**config.mk**
```make
export PLATFORM = sky130hd
export DESIGN_NAME = ps2_note_input
export DESIGN_NICKNAME = d
export VERILOG_FILES = /design/src/rtl/ps2_note_pkg.sv /design/src/rtl/ps2_note_input_line_filter.sv /design/src/rtl/ps2_note_input.sv
export SDC_FILE = /design/constraint.sdc
export NUM_CORES = 1
export LEC_CHECK = 0
export ABC_AREA = 1
export BUFFER_PORTS_ARGS = -buffer_cell sky130_fd_sc_hd__buf_2
export CORE_MARGIN = 2
export CORE_UTILIZATION = 35
export CTS_CLUSTER_DIAMETER = 80
export CTS_CLUSTER_SIZE = 30
export DETAILED_ROUTE_END_ITERATION = 10
export SLEW_MARGIN = 10
export SYNTH_ARGS = -nofsm -noshare
export SYNTH_HDL_FRONTEND = slang
export SYNTH_SLANG_ARGS = --single-unit
```
**constraint.sdc**
```tcl
create_clock -name clk -period 6.4 [get_ports clk]
set_clock_uncertainty 0.1 [all_clocks]
set_input_delay 0.64 -clock clk [delete_from_list [all_inputs] [get_ports clk]]
set_output_delay 0.64 -clock clk [all_outputs]
set_load 0.1 [all_outputs]
```
**src/rtl/ps2_note_pkg.sv**
```systemverilog
// ps2_note_pkg: shared definitions for the PS/2 note-input block.
//   PS2_BREAK / PS2_EXT : set-2 prefix bytes (break and extended).
//   ps2_state_e         : frame receiver FSM states.
//   scan_to_note()      : maps a set-2 scan code to {hit, idx[3:0]}.
package ps2_note_pkg;

  localparam logic [7:0] PS2_BREAK = 8'hF0;
  localparam logic [7:0] PS2_EXT   = 8'hE0;

  typedef enum logic [1:0] {
    IDLE   = 2'd0,
    DATA   = 2'd1,
    PARITY = 2'd2,
    STOP   = 2'd3
  } ps2_state_e;

  // Top keyboard row Q..I are lanes 0..7, home row A..K are lanes 8..15.
  function automatic logic [4:0] scan_to_note(input logic [7:0] code);
    logic [4:0] r;
    r = 5'd0;
    case (code)
      8'h15: r = {1'b1, 4'd0};
      8'h1D: r = {1'b1, 4'd1};
      8'h24: r = {1'b1, 4'd2};
      8'h2D: r = {1'b1, 4'd3};
      8'h2C: r = {1'b1, 4'd4};
      8'h35: r = {1'b1, 4'd5};
      8'h3C: r = {1'b1, 4'd6};
      8'h43: r = {1'b1, 4'd7};
      8'h1C: r = {1'b1, 4'd8};
      8'h1B: r = {1'b1, 4'd9};
      8'h23: r = {1'b1, 4'd10};
      8'h2B: r = {1'b1, 4'd11};
      8'h34: r = {1'b1, 4'd12};
      8'h33: r = {1'b1, 4'd13};
      8'h3B: r = {1'b1, 4'd14};
      8'h42: r = {1'b1, 4'd15};
      default: r = 5'd0;
    endcase
    return r;
  endfunction

endpackage

```
**src/rtl/ps2_note_input_line_filter.sv**
```systemverilog
// ps2_line_filter: conditions one raw PS/2 line.
//   clk, reset : system clock, asynchronous active-low reset.
//   raw        : asynchronous line from the keyboard.
//   level      : synchronized, debounced line level (idles at 1).
//   fall       : one-cycle flag, level was 1 last cycle and is 0 now.
// The filtered level only flips after FILTER_LEN consecutive synchronized
// samples disagree with it; any agreeing sample restarts the count.
module ps2_line_filter #(
  parameter int FILTER_LEN = 8
) (
  input  logic clk,
  input  logic reset,
  input  logic raw,
  output logic level,
  output logic fall
);

  localparam int CW = $clog2(FILTER_LEN + 1);

  logic          sync1;
  logic          sync2;
  logic          prev;
  logic [CW-1:0] cnt;

  always_ff @(posedge clk or negedge reset) begin
    if (!reset) begin
      sync1 <= 1'b1;
      sync2 <= 1'b1;
      level <= 1'b1;
      prev  <= 1'b1;
      cnt   <= '0;
    end else begin
      sync1 <= raw;
      sync2 <= sync1;
      prev  <= level;
      if (sync2 != level) begin
        if (cnt == CW'(FILTER_LEN - 1)) begin
          level <= sync2;
          cnt   <= '0;
        end else begin
          cnt <= cnt + 1'b1;
        end
      end else begin
        cnt <= '0;
      end
    end
  end

  assign fall = prev & ~level;

endmodule

```
**src/rtl/ps2_note_input.sv**
```systemverilog
// ps2_note_input: PS/2 keyboard receiver driving a note-lane index.
//   clk         : 100 MHz system clock.
//   reset       : asynchronous active-low reset.
//   ps2_clk     : raw keyboard clock (tristate handled above this block).
//   ps2_data    : raw keyboard data.
//   scan_code   : last valid received byte.
//   code_valid  : one-cycle pulse when scan_code updates.
//   note_idx    : current note lane 0..15.
//   note_valid  : high while the key mapped to note_idx is held.
//   note_strobe : one-cycle pulse on a new note press.
//   frame_err   : one-cycle pulse on start/parity/stop/timeout error.
//   state_dbg   : receiver FSM state for observation.
// Handshake: code_valid and note_strobe are single-cycle qualifiers with no
// back-pressure; consumers must sample them on the cycle they are high.
module ps2_note_input
  import ps2_note_pkg::*;
#(
  parameter int FILTER_LEN     = 8,
  parameter int TIMEOUT_CYCLES = 20000
) (
  input  logic       clk,
  input  logic       reset,
  input  logic       ps2_clk,
  input  logic       ps2_data,
  output logic [7:0] scan_code,
  output logic       code_valid,
  output logic [3:0] note_idx,
  output logic       note_valid,
  output logic       note_strobe,
  output logic       frame_err,
  output logic [1:0] state_dbg
);

  localparam int TO_W = $clog2(TIMEOUT_CYCLES + 1);

  logic            clk_lvl_unused;
  logic            clk_fall;
  logic            data_lvl;
  logic            data_fall_unused;

  ps2_state_e      state;
  logic [2:0]      bit_cnt;
  logic [7:0]      shift_reg;
  logic            par_bit;
  logic [TO_W-1:0] to_cnt;

  logic            brk;
  logic            ext;
  logic [4:0]      map_res;
  logic            map_hit;
  logic [3:0]      map_idx;

  ps2_line_filter #(.FILTER_LEN(FILTER_LEN)) u_clk_filt (
    .clk   (clk),
    .reset (reset),
    .raw   (ps2_clk),
    .level (clk_lvl_unused),
    .fall  (clk_fall)
  );

  ps2_line_filter #(.FILTER_LEN(FILTER_LEN)) u_data_filt (
    .clk   (clk),
    .reset (reset),
    .raw   (ps2_data),
    .level (data_lvl),
    .fall  (data_fall_unused)
  );

  assign state_dbg = state;

  // Frame receiver. Every transition is qualified by a clock fall; the
  // watchdog only runs while a frame is in progress and a fall beats it.
  always_ff @(posedge clk or negedge reset) begin
    if (!reset) begin
      state      <= IDLE;
      bit_cnt    <= '0;
      shift_reg  <= '0;
      par_bit    <= 1'b0;
      to_cnt     <= '0;
      scan_code  <= '0;
      code_valid <= 1'b0;
      frame_err  <= 1'b0;
    end else begin
      code_valid <= 1'b0;
      frame_err  <= 1'b0;
      if (clk_fall) begin
        to_cnt <= '0;
        case (state)
          IDLE: begin
            if (!data_lvl) begin
              state   <= DATA;
              bit_cnt <= '0;
            end else begin
              frame_err <= 1'b1;
            end
          end
          DATA: begin
            shift_reg <= {data_lvl, shift_reg[7:1]};
            if (bit_cnt == 3'd7) begin
              state <= PARITY;
            end else begin
              bit_cnt <= bit_cnt + 3'd1;
            end
          end
          PARITY: begin
            par_bit <= data_lvl;
            state   <= STOP;
          end
          STOP: begin
            // Odd parity: the 8 data bits plus parity hold an odd count of 1s.
            if (data_lvl && (^{par_bit, shift_reg})) begin
              scan_code  <= shift_reg;
              code_valid <= 1'b1;
            end else begin
              frame_err <= 1'b1;
            end
            state <= IDLE;
          end
          default: state <= IDLE;
        endcase
      end else if (state != IDLE) begin
        if (to_cnt == TO_W'(TIMEOUT_CYCLES - 1)) begin
          state     <= IDLE;
          frame_err <= 1'b1;
          to_cnt    <= '0;
        end else begin
          to_cnt <= to_cnt + 1'b1;
        end
      end else begin
        to_cnt <= '0;
      end
    end
  end

  assign map_res = scan_to_note(scan_code);
  assign map_hit = map_res[4];
  assign map_idx = map_res[3:0];

  // Key tracker, one cycle behind code_valid. Prefixes only arm flags; a
  // key byte consumes and clears both.
  always_ff @(posedge clk or negedge reset) begin
    if (!reset) begin
      brk         <= 1'b0;
      ext         <= 1'b0;
      note_idx    <= '0;
      note_valid  <= 1'b0;
      note_strobe <= 1'b0;
    end else begin
      note_strobe <= 1'b0;
      if (code_valid) begin
        if (scan_code == PS2_BREAK) begin
          brk <= 1'b1;
        end else if (scan_code == PS2_EXT) begin
          ext <= 1'b1;
        end else begin
          if (!ext && map_hit) begin
            if (!brk) begin
              // A make of the note already held is keyboard auto-repeat.
              if (!(note_valid && (map_idx == note_idx))) begin
                note_idx    <= map_idx;
                note_valid  <= 1'b1;
                note_strobe <= 1'b1;
              end
            end else if (note_valid && (map_idx == note_idx)) begin
              note_valid <= 1'b0;
            end
          end
          brk <= 1'b0;
          ext <= 1'b0;
        end
      end
    end
  end

endmodule

```
==> reports/qor.yml <==
gp_congestion: 0.876
syn_nets: 418
cpPeakStageDelay_ns: 0.52
yosysWarnings: 0
first_global_vias: 2523
path_cells: "inv_2 > nand2_1 > nor2_1 > nand2_1 > nand2_2 > nor2_1 > nand2_1 > nand2_1 > nand2_1 > nor2_2 > nand3_2 > ha_1 > o21ai_0 > o31ai_1"
setup_tns_ns: 0
dieArea_mm2: 0.00995
hold_depth: 0
drv_cap: 0
cts_resized: 0
hp-class: "flop to flop"
vias: 2588
pin_count: 22
nNetsFinal: 449
p_per_area_mw_per_mm2: 335
antenna_cells: 0
final_cell_area_mm2: 0.00365
die_width_um: 99.8
netlist_area_mm2: 0.00321
slowest_stage: "dfrtp_1"
p_leak_nw: 1.85
worst_slew_pin_slew_ns: 0.759
syn_inst: 404
clockRootBuffer: "clkbuf_8"
status: "completed"
yosysMostFrequentCell: "nand2_1"
htree_levels: 3
largest_reg_flops: 15
post_route_cells_drive_above_1_share_pct: 14.5
clkLatencyLatePin_ns: 0.33
worstPathArrival_ns: 2.41
netlist.area_leader.share_pct: 42.9
worstReg2RegEnd: "note_valid"
finalCriticalPeriod_ns: 2.30
cts_buffers: 9
postCtsSetupBuffers: 0
synth.area.top_cells: "dfrtp_1 43%, nand2_1 11%, inv_1 6.5%"
grt_overflow_total: 0
drc: 0
whs_endpoint: "u_data_filt.sync2"
hold_buffers: 0
clock_tree.buffer_depth: 2
crit_type: "flop to flop"
rows: 34
viasPerCell: 4.72
reg2reg_slack_ns: 4.10
drt_iter0_markers: 181
numPortBuffers: 21
start_util_pct: 36.4
cp-end-kind: "flop"
yosys-top-cells-count: "97 x nand2_1, 56 x inv_1, 55 x dfrtp_1, 55 x nor2_1, 31 x nand3_1"
min_from: "u_data_filt.sync1"
grt_pass1_wl_mm: 11.3
ir_worst_vdd_uv: 148
ys_seq_area_share_pct: 48.6
path_max_fanout: 9
synth.avg_cell_area_um2: 7.94
wl_per_cell_um: 11.2
antenna_left: 0
required_ns: 6.52
r2r_cells: 14
final.period_utilization_pct: 35.9
grt_util_all_layers_pct: 14.0
maxSlewHeadroom_pct: 49.4
grt_max_degree: 63
ys_ff_latch: 62
ys_types: 31
wl_mm: 6.15
synthFlopType: "dfrtp_1"
maxSlewViolCount: 0
syn2layout_area_growth_pct: 13.6
hold_viol_final: 0
cp_common_cell: "nand2_1"
dr.pass1.iters: 5
clk_pin_slew_worst_paths_ns: 0.07
clock_sinks: 62
die_y_um: 99.8
max_freq_mhz: 435
cts_tree: "built"
setup_viol: 0
post-route-util_pct: 41.4
post_dp_cell_area_mm2: 0.00345
cp_top_family: "simple AND/OR/NAND/NOR gates"
rsz0062_at_grt: "no"
cp-start-kind: "flop"
core-area_mm2: 0.00881
cp_num_buf_inv: 1
antenna_found_initial: 0
async_flop_share_pct: 100
synth_edf_count: 0
yosys.area.top_type: "dfrtp_1"
dp_hpwl_mm: 4.49
reg2reg_from: "scan_code[2]"
metal layers:
layer | part of all wire [%] | global-route usage (%)
met2 | 45 | 21.7
met3 | 4.9 | 4.08
met4 | 1.3 | 3.90
met5 | 0 | 0
met1 | 49 | 19.3
cell type report:
cell class	count	area (µm²)
clock buffer	11	141
clock inverter	5	58.8
fill	908	5160
inverter	60	225
multi-input combinational	280	1410
sequential	62	1560
tap	108	135
timing repair buffer	22	113
kinds of logic after synthesis:
family	count (synthesis)	share of synthesized area [%]
AND/OR/NAND/NOR	206	27.4
adder cells (fa/ha/maj)	10	3.90
multiplexers	2	0.702
XOR/XNOR	12	3.27
flip-flops	62	48.6
AO/OA/AOI/OAI	50	8.69
buffers and inverters	62	7.37
through the flow:
step | hold WS [ns] | std cells | total power, W | setup slack, ns
after floorplan | 0.244 | 404 | 0.000802 | 3.61
after global placement | 0.246 | 532 | 0.000876 | 4.16
after detailed placement | 0.247 | 532 | 0.000885 | 4.15
after CTS | 0.258 | 548 | 0.00124 | 4.14
after global routing | 0.262 | 548 | 0.00131 | 3.89
final | 0.257 | 548 | 0.00122 | 4.10
placed cells by master, fill, tap and decap left out:
cell	n
clkinv_4	1
o21ai_0	16
o21ai_1	1
dfstp_2	7
nor2_1	55
inv_1	56
inv_2	4
buf_2	21
xor2_1	2
o22ai_1	1
xnor2_1	10
nand3_1	31
buf_4	1
o21a_1	4
a21oi_1	23
nand3b_1	2
nand3_2	1
nand2_1	97
o21ai_2	1
nor3_1	5
o31ai_1	1
nand4_1	1
bufinv_16	1
a32o_1	2
clkinvlp_4	2
clkinv_2	1
clkbuf_8	10
dfrtp_1	55
nor2_4	1
ha_1	10
clkbuf_1	1
nor2_2	5
nor4_2	1
mux2_2	2
a31oi_1	1
nor4_1	2
nand2_2	5
how the worst max path moves through the flow:
stage	cells after the start	end	start	slack, ns
floorplan	15	note_valid	scan_code[2]	3.61
global route	14	note_valid	scan_code[2]	3.89
finish	14	note_valid	scan_code[2]	4.10
detailed placement	14	note_valid	scan_code[2]	4.15
global placement	14	note_valid	scan_code[2]	4.16
CTS	14	note_valid	scan_code[2]	4.14
power by group:
group / internal [W] / total [W] / switching (W)
clock: 0.000190 / 0.000341 / 0.000151
sequential: 0.000461 / 0.000517 / 0.0000557
combinational: 0.000118 / 0.000361 / 0.000244
total: 0.000770 / 0.00122 / 0.000450
No activity file was read; power rests on OpenSTA's default activity.
